`config.mk`:
```
export PLATFORM = sky130hd
export DESIGN_NAME = pc_fetch_sequencer_flat
export DESIGN_NICKNAME = d
export VERILOG_FILES = /design/src/rtl/pc_fetch_sequencer_pkg.sv /design/src/rtl/pc_fetch_sequencer_if.sv /design/src/rtl/pc_fetch_sequencer_target_gen.sv /design/src/rtl/pc_fetch_sequencer.sv /design/src/flat_wrapper.sv
export SDC_FILE = /design/constraint.sdc
export NUM_CORES = 1
export LEC_CHECK = 0
export CAP_MARGIN = 20
export CORE_MARGIN = 5
export CORE_UTILIZATION = 47
export DETAILED_ROUTE_END_ITERATION = 8
export HOLD_SLACK_MARGIN = 0.05
export PLACE_DENSITY_LB_ADDON = 0.25
export SLEW_MARGIN = 30
export SYNTH_ARGS = -nofsm -noshare
export SYNTH_HDL_FRONTEND = slang
export SYNTH_SLANG_ARGS = --single-unit
```
`constraint.sdc`:
```
create_clock -name clk -period 3 [get_ports clk]
set_input_delay 0.45 -clock clk [delete_from_list [all_inputs] [get_ports clk]]
set_output_delay 0.45 -clock clk [all_outputs]
set_load 0.01 [all_outputs]
```
`src/rtl/pc_fetch_sequencer_pkg.sv`:
```
// Shared types for the PC fetch sequencer.
// FSM states, redirect sources and word-size helpers.
package pc_fetch_sequencer_pkg;

  localparam logic [31:0] WORD_BYTES = 32'd4;

  typedef enum logic [1:0] {
    ST_BOOT,
    ST_FETCH,
    ST_WAIT,
    ST_FLUSH
  } state_e;

  typedef enum logic [2:0] {
    RS_NONE,
    RS_EXC,
    RS_JR,
    RS_JUMP,
    RS_BRANCH
  } redir_src_e;

  function automatic logic [31:0] sext_words(input logic [15:0] imm);
    return {{14{imm[15]}}, imm, 2'b00};
  endfunction

endpackage

```
`src/rtl/pc_fetch_sequencer_if.sv`:
```
// Instruction-memory fetch port of the PC sequencer.
// Request is held with a stable address until acknowledged.
interface pc_fetch_sequencer_if;
  logic        imem_req;
  logic [31:0] imem_addr;
  logic        imem_ack;

  modport master (
    output imem_req,
    output imem_addr,
    input  imem_ack
  );

  modport slave (
    input  imem_req,
    input  imem_addr,
    output imem_ack
  );
endinterface

```
`src/rtl/pc_fetch_sequencer_target_gen.sv`:
```
// Redirect target formation and priority selection.
// Exception inputs exist only when PC_SEQ_EXC_EN is defined.
module pc_target_gen
  import pc_fetch_sequencer_pkg::*;
(
`ifdef PC_SEQ_EXC_EN
  input  logic        exc_i,
  input  logic [31:0] exc_vec_i,
  output logic        exc_o,
`endif
  input  logic        jr_en_i,
  input  logic [31:0] jr_addr_i,
  input  logic        jump_en_i,
  input  logic [25:0] jump_target_i,
  input  logic        branch_en_i,
  input  logic [15:0] branch_imm_i,
  input  logic [31:0] redir_pc_i,
  output logic        valid_o,
  output logic [31:0] target_o
);

  logic [31:0] rp4;
  logic [31:0] jmp_t;
  logic [31:0] jr_t;
  logic [31:0] br_t;
  redir_src_e  src;

  assign rp4   = redir_pc_i + WORD_BYTES;
  assign jmp_t = {rp4[31:28], jump_target_i, 2'b00};
  assign jr_t  = jr_addr_i & ~32'h3;
  assign br_t  = rp4 + sext_words(branch_imm_i);

  // Later assignments win: lowest priority first.
  always_comb begin
    src = RS_NONE;
    if (branch_en_i) src = RS_BRANCH;
    if (jump_en_i)   src = RS_JUMP;
    if (jr_en_i)     src = RS_JR;
`ifdef PC_SEQ_EXC_EN
    if (exc_i)       src = RS_EXC;
`endif
  end

  // Target for the winning source.
  always_comb begin
    target_o = '0;
    unique case (src)
`ifdef PC_SEQ_EXC_EN
      RS_EXC:    target_o = exc_vec_i;
`endif
      RS_JR:     target_o = jr_t;
      RS_JUMP:   target_o = jmp_t;
      RS_BRANCH: target_o = br_t;
      default:   target_o = '0;
    endcase
  end

  assign valid_o = (src != RS_NONE);
`ifdef PC_SEQ_EXC_EN
  assign exc_o = (src == RS_EXC);
`endif

endmodule

```
`src/rtl/pc_fetch_sequencer.sv`:
```
// Program counter and instruction fetch sequencer.
// Define PC_SEQ_EXC_EN to add exc_req, EXC_VECTOR and exc_pc capture.
module pc_fetch_sequencer
  import pc_fetch_sequencer_pkg::*;
#(
  parameter logic [31:0] RESET_PC    = 32'h0000_0000,
  parameter int unsigned FLUSH_SLOTS = 2
`ifdef PC_SEQ_EXC_EN
  ,
  parameter logic [31:0] EXC_VECTOR  = 32'h8000_0180
`endif
) (
  input  logic        clk,
  input  logic        rst_n,
  input  logic        stall,
`ifdef PC_SEQ_EXC_EN
  input  logic        exc_req,
`endif
  input  logic        jump_en,
  input  logic [25:0] jump_target,
  input  logic        jr_en,
  input  logic [31:0] jr_addr,
  input  logic        branch_en,
  input  logic [15:0] branch_imm,
  input  logic [31:0] redir_pc,
  pc_fetch_sequencer_if.master imem,
  output logic [31:0] pc_out,
  output logic [31:0] pc_plus4,
  output logic        fetch_valid,
  output logic        flush,
  output logic [31:0] exc_pc
);

  localparam logic [1:0] FS = 2'(FLUSH_SLOTS);

  state_e      state_q;
  logic [31:0] pc_q;
  logic [31:0] tgt_q;
  logic        pend_q;
  logic [1:0]  cnt_q;
  logic        req_q;
  logic        valid_q;
  logic        flush_q;

  logic        new_v;
  logic [31:0] new_t;
  logic        have_d;
  logic [31:0] sel_d;
`ifdef PC_SEQ_EXC_EN
  logic        new_exc;
`endif

  pc_target_gen u_tgt (
`ifdef PC_SEQ_EXC_EN
    .exc_i         (exc_req),
    .exc_vec_i     (EXC_VECTOR),
    .exc_o         (new_exc),
`endif
    .jr_en_i       (jr_en),
    .jr_addr_i     (jr_addr),
    .jump_en_i     (jump_en),
    .jump_target_i (jump_target),
    .branch_en_i   (branch_en),
    .branch_imm_i  (branch_imm),
    .redir_pc_i    (redir_pc),
    .valid_o       (new_v),
    .target_o      (new_t)
  );

  // A fresh redirect overrides one already latched.
  assign have_d = new_v | pend_q;
  assign sel_d  = new_v ? new_t : tgt_q;

  // Fetch FSM, PC register and flush counter.
  always_ff @(posedge clk or negedge rst_n) begin
    if (!rst_n) begin
      state_q <= ST_BOOT;
      pc_q    <= RESET_PC;
      tgt_q   <= '0;
      pend_q  <= 1'b0;
      cnt_q   <= '0;
      req_q   <= 1'b0;
      valid_q <= 1'b0;
      flush_q <= 1'b0;
    end else begin
      valid_q <= 1'b0;
      unique case (state_q)
        ST_BOOT: begin
          if (have_d) begin
            pend_q <= 1'b1;
            tgt_q  <= sel_d;
          end
          state_q <= ST_FETCH;
        end
        ST_FETCH: begin
          if (have_d && !stall) begin
            pc_q    <= sel_d;
            pend_q  <= 1'b0;
            cnt_q   <= FS;
            flush_q <= 1'b1;
            state_q <= ST_FLUSH;
          end else if (have_d) begin
            pend_q <= 1'b1;
            tgt_q  <= sel_d;
          end else if (!stall) begin
            req_q   <= 1'b1;
            state_q <= ST_WAIT;
          end
        end
        ST_WAIT: begin
          if (imem.imem_ack) begin
            req_q <= 1'b0;
            if (have_d) begin
              pc_q    <= sel_d;
              pend_q  <= 1'b0;
              cnt_q   <= FS;
              flush_q <= 1'b1;
              state_q <= ST_FLUSH;
            end else begin
              valid_q <= 1'b1;
              pc_q    <= pc_q + WORD_BYTES;
              state_q <= ST_FETCH;
            end
          end else if (new_v) begin
            pend_q <= 1'b1;
            tgt_q  <= new_t;
          end
        end
        ST_FLUSH: begin
          if (new_v) begin
            pc_q  <= new_t;
            cnt_q <= FS;
          end else if (cnt_q <= 2'd1) begin
            cnt_q   <= '0;
            flush_q <= 1'b0;
            state_q <= ST_FETCH;
          end else begin
            cnt_q <= cnt_q - 2'd1;
          end
        end
        default: state_q <= ST_BOOT;
      endcase
    end
  end

`ifdef PC_SEQ_EXC_EN
  logic [31:0] epc_q;

  // Save the interrupted PC on exception entry.
  always_ff @(posedge clk or negedge rst_n) begin
    if (!rst_n) begin
      epc_q <= '0;
    end else if (new_exc) begin
      epc_q <= pc_q;
    end
  end

  assign exc_pc = epc_q;
`else
  assign exc_pc = '0;
`endif

  assign imem.imem_req  = req_q;
  assign imem.imem_addr = pc_q;
  assign pc_out         = pc_q;
  assign pc_plus4       = pc_q + WORD_BYTES;
  assign fetch_valid    = valid_q;
  assign flush          = flush_q;

endmodule

```
`src/flat_wrapper.sv`:
```
// flat-port wrapper written by rule: the top's interface ports become plain ports
module pc_fetch_sequencer_flat import pc_fetch_sequencer_pkg::*;
#(
  parameter logic [31:0] RESET_PC    = 32'h0000_0000,
  parameter int unsigned FLUSH_SLOTS = 2

)
  (clk, rst_n, stall, jump_en, jump_target, jr_en, jr_addr, branch_en, branch_imm, redir_pc, pc_out, pc_plus4, fetch_valid, flush, exc_pc, imem_imem_req, imem_imem_addr, imem_imem_ack);
  pc_fetch_sequencer_if imem_i ();
  input  logic clk;
  input  logic rst_n;
  input  logic stall;
  input  logic jump_en;
  input  logic [25:0] jump_target;
  input  logic jr_en;
  input  logic [31:0] jr_addr;
  input  logic branch_en;
  input  logic [15:0] branch_imm;
  input  logic [31:0] redir_pc;
  output logic [31:0] pc_out;
  output logic [31:0] pc_plus4;
  output logic fetch_valid;
  output logic flush;
  output logic [31:0] exc_pc;
  output wire logic [$bits(imem_i.imem_req)-1:0] imem_imem_req;
  output wire logic [$bits(imem_i.imem_addr)-1:0] imem_imem_addr;
  input wire logic [$bits(imem_i.imem_ack)-1:0] imem_imem_ack;
  assign imem_imem_req = imem_i.imem_req;
  assign imem_imem_addr = imem_i.imem_addr;
  assign imem_i.imem_ack = imem_imem_ack;
  pc_fetch_sequencer #(.RESET_PC(RESET_PC), .FLUSH_SLOTS(FLUSH_SLOTS)) u_core (.clk(clk), .rst_n(rst_n), .stall(stall), .jump_en(jump_en), .jump_target(jump_target), .jr_en(jr_en), .jr_addr(jr_addr), .branch_en(branch_en), .branch_imm(branch_imm), .redir_pc(redir_pc), .imem(imem_i), .pc_out(pc_out), .pc_plus4(pc_plus4), .fetch_valid(fetch_valid), .flush(flush), .exc_pc(exc_pc));
endmodule
```
# Yosys cells after proc, flatten, opt, wreduce, memory -nomap -nowiden
# Cells that the tools add are included.
[word_totals]
regBits = 72
in_bits = 113
out_inout_bits = 131
wordCells = 96
[classes]
n_addsub = 4
n_lt_le_gt_ge = 1
n_eq_ne = 20
muxes = 48
bitwise = 1
n_reduce_logical = 14
[ops]
columns = ["op", "n"]
rows = [
  ["32-bit one-hot mux with 3 select lines", 3],
  ["32-bit two-way mux", 8],
  ["32-bit by 3-bit adder with 32-bit output, second input constant", 2],
  ["32-bit adder", 1],
  ["2-bit two-way mux", 12],
  ["1-bit two-way mux", 17],
  ["2-bit != test, second input constant", 6],
  ["5-bit AND reduction", 2],
  ["3-bit two-way mux", 3],
  ["3-bit by 2-bit != test with 1-bit output, second input constant", 3],
  ["3-bit nonzero test", 3],
  ["2-bit by 1-bit != test with 1-bit output, second input constant", 4],
  ["2-bit one-hot mux with 4 select lines", 1],
  ["4-bit AND reduction", 2],
  ["3-bit by 2-bit == test with 1-bit output, second input constant", 2],
  ["1-bit one-hot mux with 3 select lines", 2],
  ["2-bit one-hot mux with 3 select lines", 1],
  ["3-bit AND reduction", 2],
  ["6-bit AND reduction", 1],
  ["2-bit == test, second input constant", 2],
  ["3-bit == test, second input constant", 1],
  ["3-bit != test, second input constant", 1],
  ["2-bit by 1-bit == test with 1-bit output, second input constant", 1],
  ["2-bit by 1-bit <= comparator with 1-bit output, second input constant", 1],
  ["other kinds (7)", 7],
]

# Depth between registers and ports, before layout
[logic_depth]
ltp_word = 9
ltp_mapped = 15
ltp_nobuf = 15

# Cells and area by module
# A second synthesis with hierarchy kept.
[hier_totals]
cells_unflattened = 912
hier_area_um2 = 7455.9
[by_module_without_submodules]
columns = ["mod", "instances", "cells_per_inst", "area_per_inst_um2", "seq_area_each_um2"]
rows = [
  ["pc_fetch_sequencer", 1, 516, 4809.6, 1801.7],
  ["pc_target_gen", 1, 396, 2646.3, 0.0],
]

# Worst setup path after synthesis
# OpenSTA, ideal clock, no wires.
[synth_timing]
kind = "input-to-reg"
startpoint = "in redir_pc[4]"
endpoint = "reg u_core.tgt_q[24]"
setup_time_ns = 0.134
t_arrival_ns = 3.174
required_time_ns = 2.866
path_slack_ns = -0.308
cell_stages = 13
path_buffers = 1
cell_sequence = "nand4_1 -> nor2_1 -> nand4_1 -> xnor2_1 -> ha_1 -> clkbuf_1 -> nand3_1 -> nor4_1 -> nor2_1 -> a2111oi_0 -> mux2_2 -> o31ai_1 -> o21ai_0"
[synth_via]
elab_chain_cells = 7
elab_cells_between_ends = 8
cone_classes = "add/sub (2); mux (6)"
[synth_rtl]
columns = ["element", "line", "text"]
rows = [
  ["start, declared", "flat_wrapper.sv:19", "input logic [31:0] redir_pc;"],
  ["32-bit by 3-bit adder with 32-bit output *", "pc_fetch_sequencer_target_gen.sv:28", "assign rp4 = redir_pc_i + WORD_BYTES;"],
  ["32-bit adder *", "pc_fetch_sequencer_target_gen.sv:31", "assign br_t = rp4 + sext_words(branch_imm_i);"],
  ["32-bit one-hot mux with 3 select lines *", "pc_fetch_sequencer_target_gen.sv:47", "unique case (src)"],
  ["32-bit two-way mux *", "pc_fetch_sequencer.sv:72", "assign sel_d = new_v ? new_t : tgt_q;"],
  ["32-bit two-way mux", "pc_fetch_sequencer.sv:89, pc_fetch_sequencer.sv:102", ""],
  ["32-bit two-way mux", "pc_fetch_sequencer.sv:96", "if (have_d && !stall) begin"],
  ["32-bit one-hot mux with 3 select lines *", "pc_fetch_sequencer.sv:87", "unique case (state_q)"],
  ["end signal, assigned", "pc_fetch_sequencer.sv:91", "tgt_q <= sel_d;"],
  ["end signal, assigned", "pc_fetch_sequencer.sv:104", "tgt_q <= sel_d;"],
  ["end signal, assigned", "pc_fetch_sequencer.sv:126", "tgt_q <= new_t;"],
  ["end, declared", "pc_fetch_sequencer.sv:38", "logic [31:0] tgt_q;"],
]
# Mark *: on every way between the ends. The rest lies on a longest branch, timed or not. The select of a mux whose other input is x is not followed.
# A chain may end at the register's enable or synchronous reset.

# Final worst setup path
[layout_timing]
startpoint = "in redir_pc[12]"
endpoint = "reg u_core.pc_q[18], in the netlist u_core.imem.imem_addr[18]"
[layout_via]
elab_chain_cells = 7
elab_cells_between_ends = 9
cone_classes = "add/sub (2); mux (7)"
[layout_rtl]
columns = ["element", "line", "text"]
rows = [
  ["32-bit by 3-bit adder with 32-bit output *", "pc_fetch_sequencer_target_gen.sv:28", ""],
  ["32-bit adder *", "pc_fetch_sequencer_target_gen.sv:31", ""],
  ["32-bit one-hot mux with 3 select lines *", "pc_fetch_sequencer_target_gen.sv:47", ""],
  ["32-bit two-way mux", "pc_fetch_sequencer.sv:72", ""],
  ["32-bit two-way mux", "pc_fetch_sequencer.sv:113", "if (have_d) begin"],
  ["32-bit two-way mux", "pc_fetch_sequencer.sv:111", "if (imem.imem_ack) begin"],
  ["32-bit one-hot mux with 3 select lines *", "pc_fetch_sequencer.sv:87", ""],
  ["end signal, assigned", "pc_fetch_sequencer.sv:97", "pc_q <= sel_d;"],
  ["end signal, assigned", "pc_fetch_sequencer.sv:114", "pc_q <= sel_d;"],
  ["end signal, assigned", "pc_fetch_sequencer.sv:121", "pc_q <= pc_q + WORD_BYTES;"],
  ["end, declared", "pc_fetch_sequencer.sv:37", "logic [31:0] pc_q;"],
]
# Marked as above.

==> impl_metrics.csv <==
group,metric,value,unit
power_and_ir_drop,combPwrFrac,0.643,
setup_path,r2r_start,"u_core.imem.imem_addr[3]",
sta,worst_pin_slew,0.582,ns
setup_path,cp.required,3.19,ns
floorplan,ios,244,
floorplan,die_w,134,um
sta,min_period_over_period,1.10,
routing,drt_iter0_drc,788,
routing,wl_per_cell,21.4,um
final_layout,final_cell_area,0.0120,mm^2
routing,drcViolationCount,0,
cts,insertion_delay,0.33,ns
status,status,"finished with violations",
power_and_ir_drop,ir_drop,353,uV
setup_path,cp_data_arrival_time,3.50,ns
final_layout,final_layout_size_suffix_gt1_frac,0.314,
place,port_buffers,209,
sta,rsz0062_at_grt,"true",
cts,cts_buffers,9,
global_route,grt_max_degree,36,
sta,max_freq,302,MHz
logic_synthesis,yosysTopAreaCellShare,0.249,
setup_path,regToRegEndpoint,"u_core.imem.imem_addr[31]",
logic_synthesis,synth_cells,911,
setup_path,crit_path_top_delay_cell,"a222oi_1",
routing,postRouteAntennaNets,0,
final_layout,area_growth,66.3,%
setup_path,rrSetupSlack,0.43,ns
cts,cts_tree,"done",
final_layout,fill_cells,948,
power_and_ir_drop,internal-power,4.64,mW
power_and_ir_drop,p_leak,5.25,nW
floorplan,die_h,134,um
logic_synthesis,synth_edf_count,0,
min_path,hold_class,"input pin to asynchronous set/reset pin",
setup_path,critPathCaptureType,"flop",
cts,cts_hold_buf,0,
logic_synthesis,synth_most_common_cell,"nand2_1",
setup_path,worst-setup-path-type,"input pin to flop",
sta,hold_violations,0,
global_route,grt_pass1_vias,8124,
sta,drv_slew,0,
logic_synthesis,netlist.top_cell.by_area,"dfrtp_1",
routing,vias,8974,
setup_path,worst-path-max-fanout,5,
global_route,track_usage,0.281,
place,dp_hpwl,20000,um
logic_synthesis,syn_area,0.00724,mm^2
sta,fin_crit,3.31,ns
job,maxCapViolCount,0,
sta,maxSlewHeadroom,0.612,
cts,clkTransAtPathRegs,0.06,ns
global_route,grt_pass1_wl,41200,um
power_and_ir_drop,p_seq_frac,0.231,
global_route,antenna_found_initial,0,
logic_synthesis,yosys-top-cells-area,"dfrtp_1, ha_1, buf_4",
floorplan,start_util,0.478,
setup_path,cp_common_cell,"buf_4",
setup_path,critPathLaunchType,"input pin",
power_and_ir_drop,p_per_area,671,mW/mm^2
sta,setup_ws,-0.312,ns
setup_path,path_cells,"dlygate4sd2_1 > and3_4 > nand4_1 > buf_4 > nor2_4 > xor2_1 > ha_1 > buf_4 > buf_6 > nand4_1 > buf_4 > o21ai_1 > nor2_2 > xnor2_1 > a222oi_1 > buf_4 > a31oi_4",
setup_path,max_stage_delay,0.35,ns
floorplan,coreArea,0.0151,mm^2
status,violations,"setup timing",
final_layout,nets,1422,
logic_synthesis,synthFlopType,"dfrtp_1",
setup_path,reg2regPathDepth,10,
floorplan,fp-row-count,45,
global_route,grt_overflow,0,
routing,viasPerCell,6.14,
place,placed_cell_area,0.0104,mm^2
routing,wl,31300,um
power_and_ir_drop,netSwitchingFraction,0.424,
logic_synthesis,async_reset_ff_frac,1.00,
cts,clock_path_buffers,2,
logic_synthesis,ys_warn_count,0,
logic_synthesis,synth_seq_cells,72,
sta,setup_viol,37,
sta,fin_worst_skew,0.00565,ns
logic_synthesis,ys_seq_area_frac,0.249,
sta,hold_ws,0.0914,ns
cts,clock-sinks,72,
cts,clock-root-buffer,"clkbuf_16",
power_and_ir_drop,p_switching,3.42,mW
logic_synthesis,ys_types,80,
power_and_ir_drop,clkPwrFrac,0.126,
cts,cts-htree-levels,3,
floorplan,design.die.area,0.0180,mm^2
logic_synthesis,syn_area_per_cell,7.94,um^2
setup_path,startpoint,"redir_pc[12]",
routing,drt_first_pass_iters,8,
logic_synthesis,synthTopCellsByCount,"nand2_1, o21ai_0, dfrtp_1, buf_4, nor2_1",
final_layout,n_antenna_cell,0,
place,gp_congestion,0.946,
[how the worst max path moves through the flow]
stage / end / slack, ns / cells after the start
6_report: u_core.imem.imem_addr[18] / -0.31 / 17
5_1_grt: u_core.imem.imem_addr[11] / -0.39 / 14
4_1_cts: u_core.imem.imem_addr[27] / -0.14 / 15
3_5_place_dp: u_core.tgt_q[25] / -0.95 / 15
3_3_place_gp: u_core.tgt_q[25] / -0.89 / 15
2_1_floorplan: u_core.tgt_q[30] / -0.14 / 15
[registers in the layout, summed over array words and instances (netlist names)]
| register | flops |
|---|---|
| u_core.cnt_q | 2 |
| u_core.fetch_valid | 1 |
| u_core.flush | 1 |
| u_core.imem.imem_addr | 32 |
| u_core.imem.imem_req | 1 |
| u_core.pend_q | 1 |
| u_core.state_q | 2 |
| u_core.tgt_q | 32 |
[critical path: cells and delay by family]
kind	cells	cell delay (ns)
buffers and inverters	6	1.08
AO/OA/AOI/OAI	3	0.65
XOR/XNOR	2	0.23
AND/OR/NAND/NOR	5	0.75
adder cells (fa/ha/maj)	1	0.33
[stage by stage]
stage           util  worst slack, ns  TNS, ns  std cells  power, mW
2_1_floorplan      -           -0.141   -0.664        942       4.38
3_3_place_gp   0.688           -0.894   -32.57       1404       6.50
3_5_place_dp   0.688           -0.955   -35.80       1404       6.58
4_1_cts        0.747           -0.144    -1.13       1445       7.73
5_1_grt        0.794           -0.389   -10.62       1461       8.51
6_report       0.794           -0.312    -6.75       1461       8.07
[cell usage in the layout (no fill, tap or decap), drive strengths merged, types with 19 or more instances in the layout]
cell	instances
buf	231
clkdlybuf4s50	168
nand2	93
o21ai	76
dfrtp	72
nor2	64
a21oi	55
xnor2	50
ha	40
nand3	35
conb	32
nand4	26
inv	24
xor2	23
a21o	20
nor3	20
a22oi	19
[area by class of cell]
class                   count  area (um^2)  share of cell area
clock inverters             2         12.5             0.00104
well taps                 188          235              0.0196
repair buffers            430         3850               0.320
clock buffers              14          274              0.0228
inverters                  24         90.1             0.00749
multi-input cells         731         5760               0.479
flip-flops and latches     72         1800               0.150
[power groups by stage]
stage | Combinational [mW] | Sequential [mW] | Clock [mW]
final | 5.19 | 1.86 | 1.01
after global routing | 5.53 | 1.92 | 1.05
after CTS | 4.87 | 1.84 | 1.02
after detailed placement | 4.74 | 1.84 | 0
after global placement | 4.67 | 1.83 | 0
after floorplan | 2.47 | 1.91 | 0
[what timing repair did]
item / in CTS / in global routing
setup buffers: 27 / 19
setup endpoints to repair: 62 / 48
pin swaps: 91 / 84
resized for setup: 155 / 138
[per-layer routing]
layer	vias to the layer above	GRT usage	share of wire
met4	0	0.132	0.060
met3	171	0.0398	0.082
met5	-	0	0
li1	3985	-	-
met2	604	0.485	0.49
met1	4214	0.348	0.36
[cells by family (layout without fill, tap and decap cells)]
group | count (synthesis) | count (layout) | share of synthesized area
AOI/OAI and AO/OA | 290 | 290 | 0.274
and+or+nand+nor | 286 | 286 | 0.195
buffers and inverters | 139 | 470 | 0.107
xor gates and xnor gates | 74 | 74 | 0.0915
DFF | 72 | 72 | 0.249
adders and majority gates | 41 | 41 | 0.0719
muxes | 8 | 8 | 0.0121
other | 1 | 32 | 0.000518
(Power assumes the default switching activity.)
==> patch (same flow settings) <==
Add an input register stage for `jump_target`, with the module's reset; this delays it by one clock. The other inputs are not delayed to match.
--- a/src/rtl/pc_fetch_sequencer.sv
+++ b/src/rtl/pc_fetch_sequencer.sv
@@ -34,4 +34,14 @@
   localparam logic [1:0] FS = 2'(FLUSH_SLOTS);
 
+  logic [25:0] jump_target_q;
+
+  always_ff @(posedge clk or negedge rst_n) begin
+    if (!rst_n) begin
+      jump_target_q <= '0;
+    end else begin
+      jump_target_q <= jump_target;
+    end
+  end
+
   state_e      state_q;
   logic [31:0] pc_q;
@@ -60,5 +70,5 @@
     .jr_addr_i     (jr_addr),
     .jump_en_i     (jump_en),
-    .jump_target_i (jump_target),
+    .jump_target_i (jump_target_q),
     .branch_en_i   (branch_en),
     .branch_imm_i  (branch_imm),
Check against the original RTL: not equivalent (a bounded check fails within 4 cycles, from zero or initial values and one cycle with rst_n low).
==> patch against the original RTL <==
- the flow still finishes with violations (negative setup slack)
- worst setup slack worse by 27 ps
- total power increased by 6.3%
- routed wire length shrank 11%
- synthesized area grew 7.3%
- critical endpoint is now u_core.imem.imem_addr[28]$_DFFE_PN0P_
- design area is 3.6% higher
- sequential cell count up 26
- combinational power down 3%
==> patch: results (changes against the original RTL) <==
** Timing
- The total of endpoints with negative setup slack in the final report came to 34 (-8.1%).
- The final clock skew was 7.38 ps (+1.74 ps).
- The worst setup margin was -338 ps (-26.7 ps).
- Slew at the pin with the worst max-slew slack :: 800 ps (+217 ps)

** Detailed routing
- The overall routed net length came to 27800 um (-11%).
- Total via count in the routed design :: 8406 (-6.3%)
- Met3 WL post-DR :: 1920 um (-25%)
- The average detailed-routed wire length per instance is 18.6 um (-13%).
- The detailed router's first-iteration violation count was 675 (-14%).

** Global route
- Pin count of the biggest net entering global routing :: 55 (+53%)
- The total track usage was 25.6% (-2.6 points).
- The via count of the first global-routing pass is 8029 (-1.2%).

** Placement
- The placed wire-length estimate after detailed placement is 20100 um (+0.49%).
- The worst slack at placement is -1090 ps (-139 ps).
- Cell area after placement :: 0.0110 mm^2 (+5.4%)

** Power and ir drop
- The net switching power figure was 0.00347 W (+1.5%).
- The worst supply voltage drop on vdd was 0.000493 V (+40%).
- The leakage power summed over all cells was 5.50 nW (+4.7%).

** Yosys
- Main area contributors after synthesis :: sky130_fd_sc_hd__dfrtp_1 32%, sky130_fd_sc_hd__xnor2_1 6.9%, sky130_fd_sc_hd__ha_1 6.4%, sky130_fd_sc_hd__buf_4 6.4%, sky130_fd_sc_hd__a21oi_1 4.3%
- Mux share of post-synthesis cell area :: 0.951% (-0.26 points)
- The area fraction in compound gates after synthesis was 24.3% (-3.1 points).
- Number of library cell types mapped by synthesis :: 77 (-3.8%)
- The number of instances in the synthesized netlist came to 909 (-0.22%).

** Run status
- The final reports fail on negative setup slack.
- The run finished, with violations left.

** Setup path
- Category of cells accounting for the largest share of critical-path delay :: compound AO/OA/AOI/OAI gates

** Cells and area
- The count of filler cells inserted in the layout came to 1141 (+20%).
## patch: worst paths after layout
check / startpoint / to / cells after the start
worst max-delay path: redir_pc[6] / u_core.imem.imem_addr[28]$_DFFE_PN0P_ / 17
worst min-delay path: rst_n / u_core.jump_target_q[24]$_DFF_PN0_ / 1
worst max register to register: u_core.imem.imem_addr[3]$_DFFE_PN0P_ / u_core.imem.imem_addr[30]$_DFFE_PN0P_ / 12
worst min register to register: u_core.tgt_q[19]$_DFFE_PN0P_ / u_core.tgt_q[19]$_DFFE_PN0P_ / 2
max in group asynchronous: rst_n / u_core.jump_target_q[21]$_DFF_PN0_ / 2
min in group clk: u_core.tgt_q[19]$_DFFE_PN0P_ / u_core.tgt_q[19]$_DFFE_PN0P_ / 2
## patch: layout make-up
type	instances	area [um^2]	share of cell area [%]
clock buffers	11	253	2.03
clock inverters	5	60.1	0.482
inverters	26	97.6	0.783
multi-input cells	704	5570	44.7
flip-flops and latches	98	2450	19.7
well taps	220	275	2.21
repair buffers	425	3750	30.1
